$ cat config.mk
export PLATFORM = sky130hd
export DESIGN_NAME = adder_sequencer
export DESIGN_NICKNAME = d
export VERILOG_FILES = /design/src/rtl/adder_sequencer_pkg.sv /design/src/rtl/adder_sequencer_byte_adder.sv /design/src/rtl/adder_sequencer.sv
export SDC_FILE = /design/constraint.sdc
export NUM_CORES = 1
export LEC_CHECK = 0
export BUFFER_PORTS_ARGS = -buffer_cell sky130_fd_sc_hd__buf_2
export CAP_MARGIN = 10
export CORE_MARGIN = 8
export CORE_UTILIZATION = 50
export DETAILED_ROUTE_END_ITERATION = 7
export PLACE_DENSITY = 0.74
export SLEW_MARGIN = 20
export SYNTH_ARGS = -nofsm -noshare
export SYNTH_HDL_FRONTEND = slang
export SYNTH_SLANG_ARGS = --single-unit
export TNS_END_PERCENT = 50
$ cat constraint.sdc
create_clock -name clk -period 5.65 [get_ports clk]
set_input_delay 0.565 -clock clk [delete_from_list [all_inputs] [get_ports clk]]
set_output_delay 0.565 -clock clk [all_outputs]
set_load 0.05 [all_outputs]
$ cat src/rtl/adder_sequencer_pkg.sv
// Shared definitions for the byte-serial adder sequencer.
// Holds the controller state encoding, the byte width and a small
// signed-overflow helper used when the last byte is processed.
package adder_sequencer_pkg;

  localparam int BYTE_W = 8;

  typedef enum logic [1:0] {
    IDLE = 2'd0,
    RUN  = 2'd1,
    DONE = 2'd2
  } state_e;

  // Two's-complement overflow: operands share a sign that the result does not.
  // Equivalent to (carry into MSB) != (carry out of MSB).
  function automatic logic signed_ovf(input logic a_msb,
                                      input logic b_msb,
                                      input logic s_msb);
    return (a_msb == b_msb) && (s_msb != a_msb);
  endfunction

endpackage

$ cat src/rtl/adder_sequencer_byte_adder.sv
// 8-bit ripple-carry adder shared by the sequencer: one byte per cycle.
module byte_adder
  import adder_sequencer_pkg::*;
(
  input  logic [BYTE_W-1:0] a,
  input  logic [BYTE_W-1:0] b,
  input  logic              cin,
  output logic [BYTE_W-1:0] s,
  output logic              cout
);

  logic [BYTE_W:0] c;

  assign c[0] = cin;

  // One full adder per bit, carry rippling LSB to MSB.
  for (genvar gi = 0; gi < BYTE_W; gi++) begin : g_fa
    assign s[gi]   = a[gi] ^ b[gi] ^ c[gi];
    assign c[gi+1] = (a[gi] & b[gi]) | (c[gi] & (a[gi] ^ b[gi]));
  end

  assign cout = c[BYTE_W];

endmodule

$ cat src/rtl/adder_sequencer.sv
// Byte-serial wide adder: captures two 8*NBYTES-bit operands, then adds
// them one byte per cycle (LSB first) through a single shared byte_adder.
// The result is held in DONE until the consumer accepts it.
// Optional feature: define ADDSEQ_SUB_EN to add the in_sub port, which
// selects a - b computed as a + ~b + 1.
module adder_sequencer
  import adder_sequencer_pkg::*;
#(
  parameter int NBYTES = 4
) (
  input  logic                     clk,
  input  logic                     rst_n,
  input  logic                     in_valid,
  output logic                     in_ready,
  input  logic [BYTE_W*NBYTES-1:0] in_a,
  input  logic [BYTE_W*NBYTES-1:0] in_b,
  input  logic                     in_cin,
`ifdef ADDSEQ_SUB_EN
  input  logic                     in_sub,
`endif
  output logic                     out_valid,
  input  logic                     out_ready,
  output logic [BYTE_W*NBYTES-1:0] out_sum,
  output logic                     out_cout,
  output logic                     out_ovf,
  output logic                     busy
);

  localparam int IDX_W = (NBYTES > 1) ? $clog2(NBYTES) : 1;

  typedef logic [NBYTES-1:0][BYTE_W-1:0] word_t;

  state_e     state_q, state_d;
  logic [IDX_W-1:0] idx_q, idx_d;
  logic       carry_q, carry_d;
  word_t      a_q, a_d;
  word_t      b_q, b_d;
  word_t      sum_q, sum_d;
  logic       cout_q, cout_d;
  logic       ovf_q, ovf_d;
`ifdef ADDSEQ_SUB_EN
  logic       sub_q, sub_d;
`endif

  logic [BYTE_W-1:0] op_a;
  logic [BYTE_W-1:0] op_b;
  logic [BYTE_W-1:0] add_s;
  logic              add_co;
  logic              last_byte;

  // Current byte slice of the captured operands; b is inverted for subtract.
  assign op_a = a_q[idx_q];
`ifdef ADDSEQ_SUB_EN
  assign op_b = sub_q ? ~b_q[idx_q] : b_q[idx_q];
`else
  assign op_b = b_q[idx_q];
`endif

  assign last_byte = (idx_q == IDX_W'(NBYTES - 1));

  byte_adder u_byte_adder (
    .a    (op_a),
    .b    (op_b),
    .cin  (carry_q),
    .s    (add_s),
    .cout (add_co)
  );

  // Next-state and datapath updates; every _d defaults to hold.
  always_comb begin
    state_d = state_q;
    idx_d   = idx_q;
    carry_d = carry_q;
    a_d     = a_q;
    b_d     = b_q;
    sum_d   = sum_q;
    cout_d  = cout_q;
    ovf_d   = ovf_q;
`ifdef ADDSEQ_SUB_EN
    sub_d   = sub_q;
`endif

    unique case (state_q)
      IDLE: begin
        if (in_valid) begin
          state_d = RUN;
          a_d     = in_a;
          b_d     = in_b;
          idx_d   = '0;
`ifdef ADDSEQ_SUB_EN
          sub_d   = in_sub;
          // Subtraction supplies the +1 of the two's complement via carry-in.
          carry_d = in_sub ? 1'b1 : in_cin;
`else
          carry_d = in_cin;
`endif
        end
      end

      RUN: begin
        sum_d[idx_q] = add_s;
        carry_d      = add_co;
        idx_d        = idx_q + IDX_W'(1);
        if (last_byte) begin
          state_d = DONE;
          idx_d   = '0;
          cout_d  = add_co;
          ovf_d   = signed_ovf(op_a[BYTE_W-1], op_b[BYTE_W-1], add_s[BYTE_W-1]);
        end
      end

      DONE: begin
        // Return to IDLE only; a new request waits for the next cycle.
        if (out_ready) begin
          state_d = IDLE;
        end
      end

      default: state_d = IDLE;
    endcase
  end

  // State and datapath registers with asynchronous clear.
  always_ff @(posedge clk or negedge rst_n) begin
    if (!rst_n) begin
      state_q <= IDLE;
      idx_q   <= '0;
      carry_q <= 1'b0;
      a_q     <= '0;
      b_q     <= '0;
      sum_q   <= '0;
      cout_q  <= 1'b0;
      ovf_q   <= 1'b0;
`ifdef ADDSEQ_SUB_EN
      sub_q   <= 1'b0;
`endif
    end else begin
      state_q <= state_d;
      idx_q   <= idx_d;
      carry_q <= carry_d;
      a_q     <= a_d;
      b_q     <= b_d;
      sum_q   <= sum_d;
      cout_q  <= cout_d;
      ovf_q   <= ovf_d;
`ifdef ADDSEQ_SUB_EN
      sub_q   <= sub_d;
`endif
    end
  end

  assign in_ready  = (state_q == IDLE);
  assign out_valid = (state_q == DONE);
  assign busy      = (state_q != IDLE);
  assign out_sum   = sum_q;
  assign out_cout  = cout_q;
  assign out_ovf   = ovf_q;

endmodule

==> reports/results.txt <==
outcome - finished clean
Nets - 474
CTS buffer count - 9
Setup crit start kind - flop
Post-synth EDFFs - 0
gr usage total - 0.157
top cells by count, synth - dfrtp_1, mux2_4, mux2_2
top cell type by total area after synthesis - dfrtp_1
worst reg-to-reg setup slack - 800 ps
Top FF cell, synth - dfrtp_1
fillers - 757
final antenna-violating net count - 0
aggregate routed wire length - 9.96 mm
CTS tree - done
vias - 2709
Max-cap violations - 0
initial antenna violation count - 0
Via density - 5.11
port buffer count - 105
type of the tightest min-delay check - in2async
Syn Area/Cell - 17.1 µm²
Cell Chain, Critical Path - buf_4 -> mux4_1 -> fa_1 -> fa_1 -> fa_1 -> fa_1 -> fa_1 -> inv_1 -> fa_1 -> inv_1 -> fa_1 -> inv_1 -> fa_1 -> xor2_1 -> o31ai_2
unrepaired setup endpoints after global routing - false
layout cells sized above 1 - 0.574
gpl congestion - 0.818
hpwl dp - 7.37 mm
Iteration-0 DRC Markers - 112
vias in the first global route - 2947
Final setup viols - 0
Post-CTS Resized - 0
Yosys warning count - 0
met3 wire length - 835 µm
top cell type's share of synthesized area - 0.531
most frequent CP cell - fa_1
DR WL/cell - 18.8 µm
H-tree depth - 3
WL met1 - 4.53 mm
Die Ht - 115 µm
CTS Hold Bufs - 0
Initial Utilization - 0.506
CP endpoint kind - flop
Setup TNS - 0 ps
Setup Fix Bufs, Post-CTS - 0
die area - 0.0131 mm²
Slew Limit Fails - 0
max incr delay on CP - 610 ps
ANT cells - 0
Worst EP required - 5910 ps
count leader, synth - dfrtp_1
die width - 115 µm
ranking of synthesized cells by area - dfrtp_1, mux2_4, mux2_2
DRC - 0
clock skew - 8.91 ps
clock buffer depth - 2
Synth Cell Area - 0.00485 mm²
clock-pin slew on the worst setup and hold paths - 90 ps
largest net degree at the start of global routing - 65
period utilization - 0.859
relative slew slack - 0.549
Final Hold Fails - 0
Area Overhead vs Synth - 15.9%
first-pass GRT wire length - 15.8 mm
Achievable Freq - 0.206 GHz
Clock Sinks - 103
register area share after synthesis - 0.531
GRT overflow - 0
crit-path max FO - 11
kind of critical path - reg2reg
worst slew pin tran - 677 ps
row cnt - 36
Netlist cell types - 27
drt first pass iters - 4
synthesized instance count - 284
met2 wire len - 4.48 mm
async set or reset register ratio after synthesis - 1.00
core footprint - 0.00959 mm²
WP data arrival - 5110 ps
slowest CP cell - mux4_1
minimum clock period - 4850 ps
Syn Nets - 366
Synth Register Bits - 103
highest metal used - met4
Root Buffer - clkbuf_8
clock insertion delay at the later pin of the skew report - 360 ps
IO Pins - 106
-- critical path, delay by kind of cell, from the launching register on --
family / cells / cell delay (ps)
multiplexers: 1 / 610
buffers and inverters: 4 / 450
XOR/XNOR: 1 / 200
adder cells (fa/ha/maj): 8 / 2970
AO/OA/AOI/OAI: 1 / 160
flip-flops: 1 / 360
-- worst paths after layout --
kind | startpoint | to | cells after the start
setup / recovery | idx_q[0] | out_ovf | 15
hold / removal | rst_n | out_sum[7] | 1
setup reg to reg | idx_q[0] | out_ovf | 15
hold reg to reg | out_sum[21] | out_sum[21] | 2
max in group asynchronous | rst_n | carry_q | 2
min in group clk | out_ready | state_q[1] | 2
-- metrics by stage --
stage	area (µm²)	hold WS, ps	setup WS (ps)	cells	util
6_report	5620	212	799	530	0.586
5_1_grt	5620	254	587	530	0.586
4_1_cts	5600	228	793	529	0.583
3_5_place_dp	5400	468	826	513	0.563
3_3_place_gp	5400	459	892	513	0.563
2_1_floorplan	4850	269	1100	284	-
-- per-layer routing --
| layer | GRT usage | up-vias |
|---|---|---|
| met5 | 0 | - |
| met1 | 0.212 | 1374 |
| li1 | - | 1231 |
| met2 | 0.233 | 96 |
| met4 | 0.0559 | 0 |
| met3 | 0.0480 | 8 |
-- area by class of cell --
type	instances	area, µm²	area share
Inverter	13	48.8	0.00868
Tap cell	133	166	0.0296
Sequential cell	103	2580	0.458
Clock inverter	5	41.3	0.00734
Timing Repair Buffer	110	586	0.104
Multi-Input combinational cell	155	2050	0.365
Clock buffer	11	151	0.0269
-- kinds of logic (layout without fill, tap and decap cells) --
kind of cell | count (synthesis) | count (layout) | synth area share
XOR/XNOR | 1 | 1 | 0.00180
buffers and inverters | 26 | 139 | 0.0461
AND/OR/NAND/NOR | 20 | 20 | 0.0222
AO/OA/AOI/OAI | 17 | 17 | 0.0227
flip-flops | 103 | 103 | 0.531
adder cells (fa/ha/maj) | 13 | 13 | 0.0459
multiplexers | 104 | 104 | 0.330
-- state kept, by name, summed over array words and instances, names as in the netlist --
signal and cells:
a_q 32, b_q 32, carry_q 1, idx_q 2
out_cout 1, out_ovf 1, out_sum 32, state_q 2
-- placed cells by master (no fill, tap or decap) --
master      synthesis  final
fa_1                8      8
mux4_2              9      9
nand2_4             1      1
clkinv_4            0      2
inv_6               0      1
o31ai_2             1      1
xor2_1              1      1
nand2b_1            2      2
buf_16              0      1
inv_2               2      2
mux2_2             28     28
nand2_1            10     10
inv_1              11     11
a21oi_1             1      1
o31ai_1             1      1
o21ai_0            10     10
nand3b_1            4      4
clkbuf_8            0     11
clkinvlp_4          0      2
nor2_1              2      2
o22ai_1             1      1
ha_1                5      5
mux4_1              7      7
a32o_1              2      2
mux2_4             60     60
dfrtp_1           103    103
buf_4               0      5
a22o_1              1      1
buf_2               4    104
and2_4              1      1
Power is left out: the tool's default activity adds up to more than one toggle a clock period on the data nets, which glitch-free logic cannot reach.
